$ cat src/rtl/fetch_unit.sv
// fetch_unit: single-outstanding instruction fetcher feeding an in-order
// instruction queue. A redirect flushes the queue and retargets the fetch PC.
// A request already on the bus when a redirect arrives is drained and its
// data is discarded.
module fetch_unit #(
  parameter logic [31:0] RESET_PC = 32'h0000_0000,
  parameter int          DEPTH    = 4
) (
  input  logic        clk,
  input  logic        rst,
  output logic        imem_req,
  output logic [31:0] imem_addr,
  input  logic        imem_ack,
  input  logic [31:0] imem_rdata,
  input  logic        redirect_valid,
  input  logic [31:0] redirect_pc,
  output logic        instr_valid,
  input  logic        instr_ready,
  output logic [31:0] instr,
  output logic [31:0] instr_pc
);
  localparam int PW = $clog2(DEPTH);
  localparam int CW = $clog2(DEPTH + 1);
  localparam logic [CW-1:0] DEPTH_C = CW'(DEPTH);
  localparam logic [PW-1:0] LAST    = PW'(DEPTH - 1);

  typedef enum logic [1:0] {IDLE, WAIT, DRAIN} state_t;

  typedef struct packed {
    logic [31:0] pc;
    logic [31:0] word;
  } entry_t;

  state_t        state, state_nxt;
  logic [31:0]   fetch_pc, fetch_pc_nxt;
  logic [31:0]   stale_addr;
  logic [31:0]   redir_tgt;
  entry_t        q [DEPTH];
  logic [PW-1:0] head, tail;
  logic [CW-1:0] count, count_nxt;
  logic          push, pop;

  function automatic logic [PW-1:0] ptr_inc(input logic [PW-1:0] p);
    return (p == LAST) ? '0 : p + PW'(1);
  endfunction

  assign redir_tgt = redirect_pc & ~32'h3;

  // A redirect overrides both queue ports in the cycle it arrives.
  assign push = (state == WAIT) && imem_ack && !redirect_valid;
  assign pop  = (count != '0) && instr_ready && !redirect_valid;

  // Queue occupancy after this cycle's push/pop/flush.
  always_comb begin
    count_nxt = count;
    if (redirect_valid)     count_nxt = '0;
    else if (push && !pop)  count_nxt = count + CW'(1);
    else if (pop && !push)  count_nxt = count - CW'(1);
  end

  // Next state and next fetch PC. The queue slot is reserved when the
  // request issues (count < DEPTH), so an acked word always fits.
  always_comb begin
    state_nxt    = state;
    fetch_pc_nxt = fetch_pc;
    case (state)
      IDLE: begin
        if (redirect_valid)       fetch_pc_nxt = redir_tgt;
        else if (count < DEPTH_C) state_nxt    = WAIT;
      end
      WAIT: begin
        if (redirect_valid) begin
          fetch_pc_nxt = redir_tgt;
          state_nxt    = imem_ack ? IDLE : DRAIN;
        end else if (imem_ack) begin
          fetch_pc_nxt = fetch_pc + 32'd4;
          state_nxt    = (count_nxt < DEPTH_C) ? WAIT : IDLE;
        end
      end
      DRAIN: begin
        if (redirect_valid) fetch_pc_nxt = redir_tgt;
        // Leaving on ack even with a same-cycle redirect: the stale
        // request is finished and nothing else is outstanding.
        if (imem_ack)       state_nxt    = IDLE;
      end
      default: state_nxt = IDLE;
    endcase
  end

  // Control state, fetch PC and the address of a request being drained.
  always_ff @(posedge clk) begin
    if (rst) begin
      state      <= IDLE;
      fetch_pc   <= RESET_PC;
      stale_addr <= '0;
    end else begin
      state    <= state_nxt;
      fetch_pc <= fetch_pc_nxt;
      if (state == WAIT && redirect_valid && !imem_ack) stale_addr <= fetch_pc;
    end
  end

  // Queue pointers and occupancy; a redirect empties the queue.
  always_ff @(posedge clk) begin
    if (rst || redirect_valid) begin
      head  <= '0;
      tail  <= '0;
      count <= '0;
    end else begin
      if (push) tail <= ptr_inc(tail);
      if (pop)  head <= ptr_inc(head);
      count <= count_nxt;
    end
  end

  // Queue storage; contents are only visible through a valid head.
  always_ff @(posedge clk) begin
    if (push) q[tail] <= '{pc: fetch_pc, word: imem_rdata};
  end

  assign imem_req    = (state == WAIT) || (state == DRAIN);
  assign imem_addr   = (state == DRAIN) ? stale_addr : fetch_pc;
  assign instr_valid = (count != '0);
  assign instr       = instr_valid ? q[head].word : '0;
  assign instr_pc    = instr_valid ? q[head].pc   : '0;

endmodule

$ cat config.mk
export PLATFORM = sky130hd
export DESIGN_NAME = fetch_unit
export DESIGN_NICKNAME = d
export VERILOG_FILES = /design/src/rtl/fetch_unit.sv
export SDC_FILE = /design/constraint.sdc
export NUM_CORES = 1
export LEC_CHECK = 0
export ABC_AREA = 0
export BUFFER_PORTS_ARGS = -buffer_cell sky130_fd_sc_hd__buf_2
export CAP_MARGIN = 20
export CORE_ASPECT_RATIO = 0.9
export CORE_MARGIN = 3
export CORE_UTILIZATION = 52
export DETAILED_ROUTE_END_ITERATION = 7
export PLACE_DENSITY = 0.79
export REMOVE_ABC_BUFFERS = 1
export SYNTH_ARGS = -nofsm -noshare
export SYNTH_HDL_FRONTEND = slang
export SYNTH_SLANG_ARGS = --single-unit
$ cat constraint.sdc
create_clock -name clk -period 8.5 [get_ports clk]
set_input_delay 1.7 -clock clk [delete_from_list [all_inputs] [get_ports clk]]
set_output_delay 1.7 -clock clk [all_outputs]
set_load 0.05 [all_outputs]
# Yosys cells after proc, flatten, opt, wreduce, memory -nomap -nowiden
# Memory sizes are Yosys's and may differ from the RTL's. A register that Yosys moved wholly into a read port is not among the register bits.
# Index checks and enable logic that the tools add are counted.
# W data, S select, Z words.
[totals]
ff_bits = 73
ram_bits = 256
in_bits = 69
out_inout_bits = 98
wordCells = 67
memories = 1
[classes]
addsub = 5
n_lt_le_gt_ge = 2
eq_ne = 9
mux = 24
n_reduce_logical = 20
[memory_table]
columns = ["name", "depth", "word_bits", "read_ports", "rd_ports_with_merged_regs", "write_ports", "line_no", "rtl"]
rows = [
  ["q", 4, 64, 1, 1, 1, "38", "entry_t q [DEPTH];"],
]
[ops]
columns = ["operator", "count"]
rows = [
  ["$mux W32", 6],
  ["$pmux W32 S2", 1],
  ["$add A32 B3 Y32 const B", 1],
  ["$mux W2", 10],
  ["$mux W3", 3],
  ["$logic_and A1 B1 Y1", 8],
  ["$eq A2 B2 Y1 const B", 3],
  ["$lt A3 B3 Y1 const B", 2],
  ["$ne A2 B2 Y1 const B", 3],
  ["$pmux W2 S3", 1],
  ["$add A2 B1 Y2 const B", 2],
  ["$logic_not A1 Y1", 4],
  ["$reduce_and A4 Y1", 1],
  ["$add A3 B1 Y3 const B", 1],
  ["$mux W1", 3],
  ["$ne A3 B3 Y1 const B", 1],
  ["$reduce_and A3 Y1", 1],
  ["$reduce_bool A3 Y1", 1],
  ["$sub A3 B1 Y3 const B", 1],
  ["$eq A2 B1 Y1 const B", 1],
  ["$logic_not A2 Y1", 1],
  ["$logic_or A1 B1 Y1", 2],
  ["$ne A2 B1 Y1 const B", 1],
  ["$reduce_bool A2 Y1", 1],
  ["$reduce_or A2 Y1", 1],
]

# Depth between registers and ports, before layout
[depth]
word_depth = 13
ltp_mapped = 13
depth_no_buf = 12

# Least setup slack after synthesis
# OpenSTA, ideal clock, no wires.
[synth_path]
path_type = "input to register"
from = "in redirect_valid"
to = "mem q[0][0] (netlist bit), enable pin"
setup_ns = 0.427
t_arrival_ns = 3.631
required_ns = 8.073
path_slack_ns = 4.442
cell_stages = 3
n_path_buf = 1
path_cell_list = "buf_6 > nor2b_1 > and3_1"
[synth_between]
elab_chain_len = 4
[synth_lines]
columns = ["item", "line_no", "rtl"]
rows = [
  ["from (decl)", "15", "input logic redirect_valid,"],
  ["$logic_not A1 Y1", "50", "assign push = (state == WAIT) && imem_ack && !redirect_valid;"],
  ["$logic_and A1 B1 Y1", "50", ""],
  ["$mux W1", "118", "if (push) q[tail] <= '{pc: fetch_pc, word: imem_rdata};"],
  ["$mux W1 (implied by the code)", "118", ""],
  ["to (decl)", "38", ""],
]
# Every way passes these cells.

==> results.py <==
metrics = {
    "min_path": {
        "hold_path_class": "reg -> reg",
        "hold_depth": 2,
    },
    "timing": {
        "fmax_ghz": 0.216,
        "layout_setup_ws_ps": 3860,
        "slew-limit-headroom": 0.319,
        "fin_crit_sh": 0.546,
        "final-hold-violation-count": 0,
        "finClkSkew_ps": 12.9,
        "rsz0062_at_grt": "false",
        "setup_viol": 0,
        "worstMarginPinSlew_ps": 1020,
        "period_needed_ps": 4640,
        "drv_slew": 0,
        "tns_ps": 0,
    },
    "floorplan": {
        "die_x_um": 176,
        "core-area_um2": 25300,
        "rows": 55,
        "fp.dieArea_um2": 28000,
        "initial_core_util": 0.533,
        "die_y_um": 159,
        "top_level_ports": 167,
    },
    "clock_network": {
        "cts_tree": "built",
        "htree_levels": 2,
        "cts_buffers": 35,
        "clk_latency_ps": 510,
        "ctsResizeCount": 0,
        "cts_setup_buffers": 0,
        "clock_path_buffers": 3,
        "clkSinkCount": 319,
        "cts_hold_buf": 0,
        "cts-root-buf": "clkbuf_16",
        "clkTransAtPathRegs_ps": 60,
    },
    "global_route": {
        "grt_max_degree": 66,
        "grt_usage": 0.208,
        "gr-total-overflow": 0,
        "antenna_found_initial": 1,
        "grt_pass1_wl_um": 46100,
        "grt_pass1_vias": 8240,
    },
    "pwr": {
        "power.density_nw_per_um2": 230,
        "leakage_nw": 5.52,
        "ir_drop_v": 0.000187,
        "finalPower_mw": 3.61,
    },
    "final_layout": {
        "syn_to_final_growth_pct": 16.1,
        "fin_util": 0.619,
        "drive_above_1_share": 0.306,
        "nets": 1151,
    },
    "place": {
        "portBuffers": 160,
        "dp_slack_ps": 4280,
        "gp_congestion": 0.821,
        "dp_hpwl_um": 16900,
    },
    "job": {
        "cap_violations": 0,
    },
    "synth": {
        "synth_top_area_frac": 0.551,
        "syn_area_um2": 13500,
        "synth_edf_count": 248,
        "synth_ff_type": "edfxtp_1",
        "syn_area_per_cell_um2": 14.6,
        "ys_warn_count": 0,
        "ys_ff_latch": 319,
        "yosysMostFrequentCell": "edfxtp_1",
        "ys_seq_area_frac": 0.656,
        "synth_common_cells": "edfxtp_1, nand2_1, dfxtp_1",
        "ys_top_cells_by_area": "edfxtp_1, dfxtp_1, mux4_2",
        "synth_cell_types": 68,
        "syn-instance-count": 925,
        "ys_async_sr_fraction": 0,
        "synth_top_cell_by_area": "edfxtp_1",
    },
    "detailed_routing": {
        "drt_wl_total_um": 29200,
        "first_pass_iters": 4,
        "vias_per_cell": 5.77,
        "drt_first_iter_violations": 627,
        "ant_nets": 0,
        "wire_per_inst_um": 20.3,
        "vias": 8289,
        "drc_errors": 0,
    },
    "setup_path": {
        "required_ps": 6800,
        "critPathKind": "reg -> out",
        "worst_setup_path_end_kind": "output port",
        "worstSetupStartpointType": "flip-flop",
        "cp_max_fo": 41,
        "cp.arrival_ps": 2940,
        "ff2ff_path_depth": 7,
    },
    "run_status": {
        "status": "finished, final reports clean",
    },
}
==> where the power goes <==
group / switching (mW) / internal [mW]
Sequential: 0.0629 / 1.73
Clock: 0.588 / 0.921
Combinational: 0.214 / 0.0963
Total: 0.865 / 2.74
==> sequential cells by signal, summed over array words and instances, names as in the netlist, named ones only <==
| name | cells |
|---|---|
| q | 248 |
| stale_addr | 30 |
| count | 3 |
| tail | 2 |
| state | 2 |
| fetch_pc | 30 |
| head | 2 |
==> worst max-delay path: stages, from the launching register on <==
cell and delay, ps:
dfxtp_4 640, buf_4 760, mux4_2 600, and2_1 180, buf_2 210
==> stage by stage <==
stage | cells | hold WS, ps | instance area [um^2]
final | 1436 | 451 | 15700
after global routing | 1436 | 470 | 15700
after CTS | 1434 | 451 | 15700
after detailed placement | 1372 | 443 | 14500
after global placement | 1372 | 438 | 14500
after floorplan | 864 | 427 | 13200
==> final timing paths <==
check,end,from,slack (ps)
max reg2reg,fetch_pc[26],state[0],5570
min reg2reg,stale_addr[21],stale_addr[21],450
min,stale_addr[21],stale_addr[21],450
max,instr[4],flip-flop,3860
==> routing by layer <==
layer | part of all wire | global-route usage
met2 | 0.47 | 0.326
met4 | 0.025 | 0.0608
met5 | 0 | 0
met3 | 0.071 | 0.0361
met1 | 0.43 | 0.303
==> cells in the final DEF (no fill, tap or decap), types with 14 or more instances in the layout <==
cell type / instances
buf_2: 160
nor2_1: 27
ha_1: 14
a21oi_1: 63
nand3_1: 27
nand2_1: 103
clkbuf_16: 35
mux2_2: 28
and2_1: 63
o21ai_0: 15
mux4_2: 62
edfxtp_1: 248
dfxtp_1: 69
==> logic make-up (layout without fill, tap and decap cells) <==
logic type,after synthesis,after routing,share of synthesized area
compound gates,127,127,0.0579
xor+xnor,1,1,0.000648
fa+ha+maj,14,14,0.0130
buf+inv,76,241,0.0275
flops,319,319,0.656
mux,94,94,0.130
other cells,1,5,0.000278
simple gates,293,293,0.115
==> area by class of cell <==
type | instances | area [um^2]
timing repair buffer | 167 | 873
clock buffer | 43 | 916
inverter | 12 | 45.0
sequential | 319 | 8880
tap | 342 | 428
clock inverter | 19 | 229
fill | 1975 | 9640
antenna | 1 | 2.50
multi-input combinational | 533 | 4310
No activity file was read; power rests on OpenSTA's default activity.
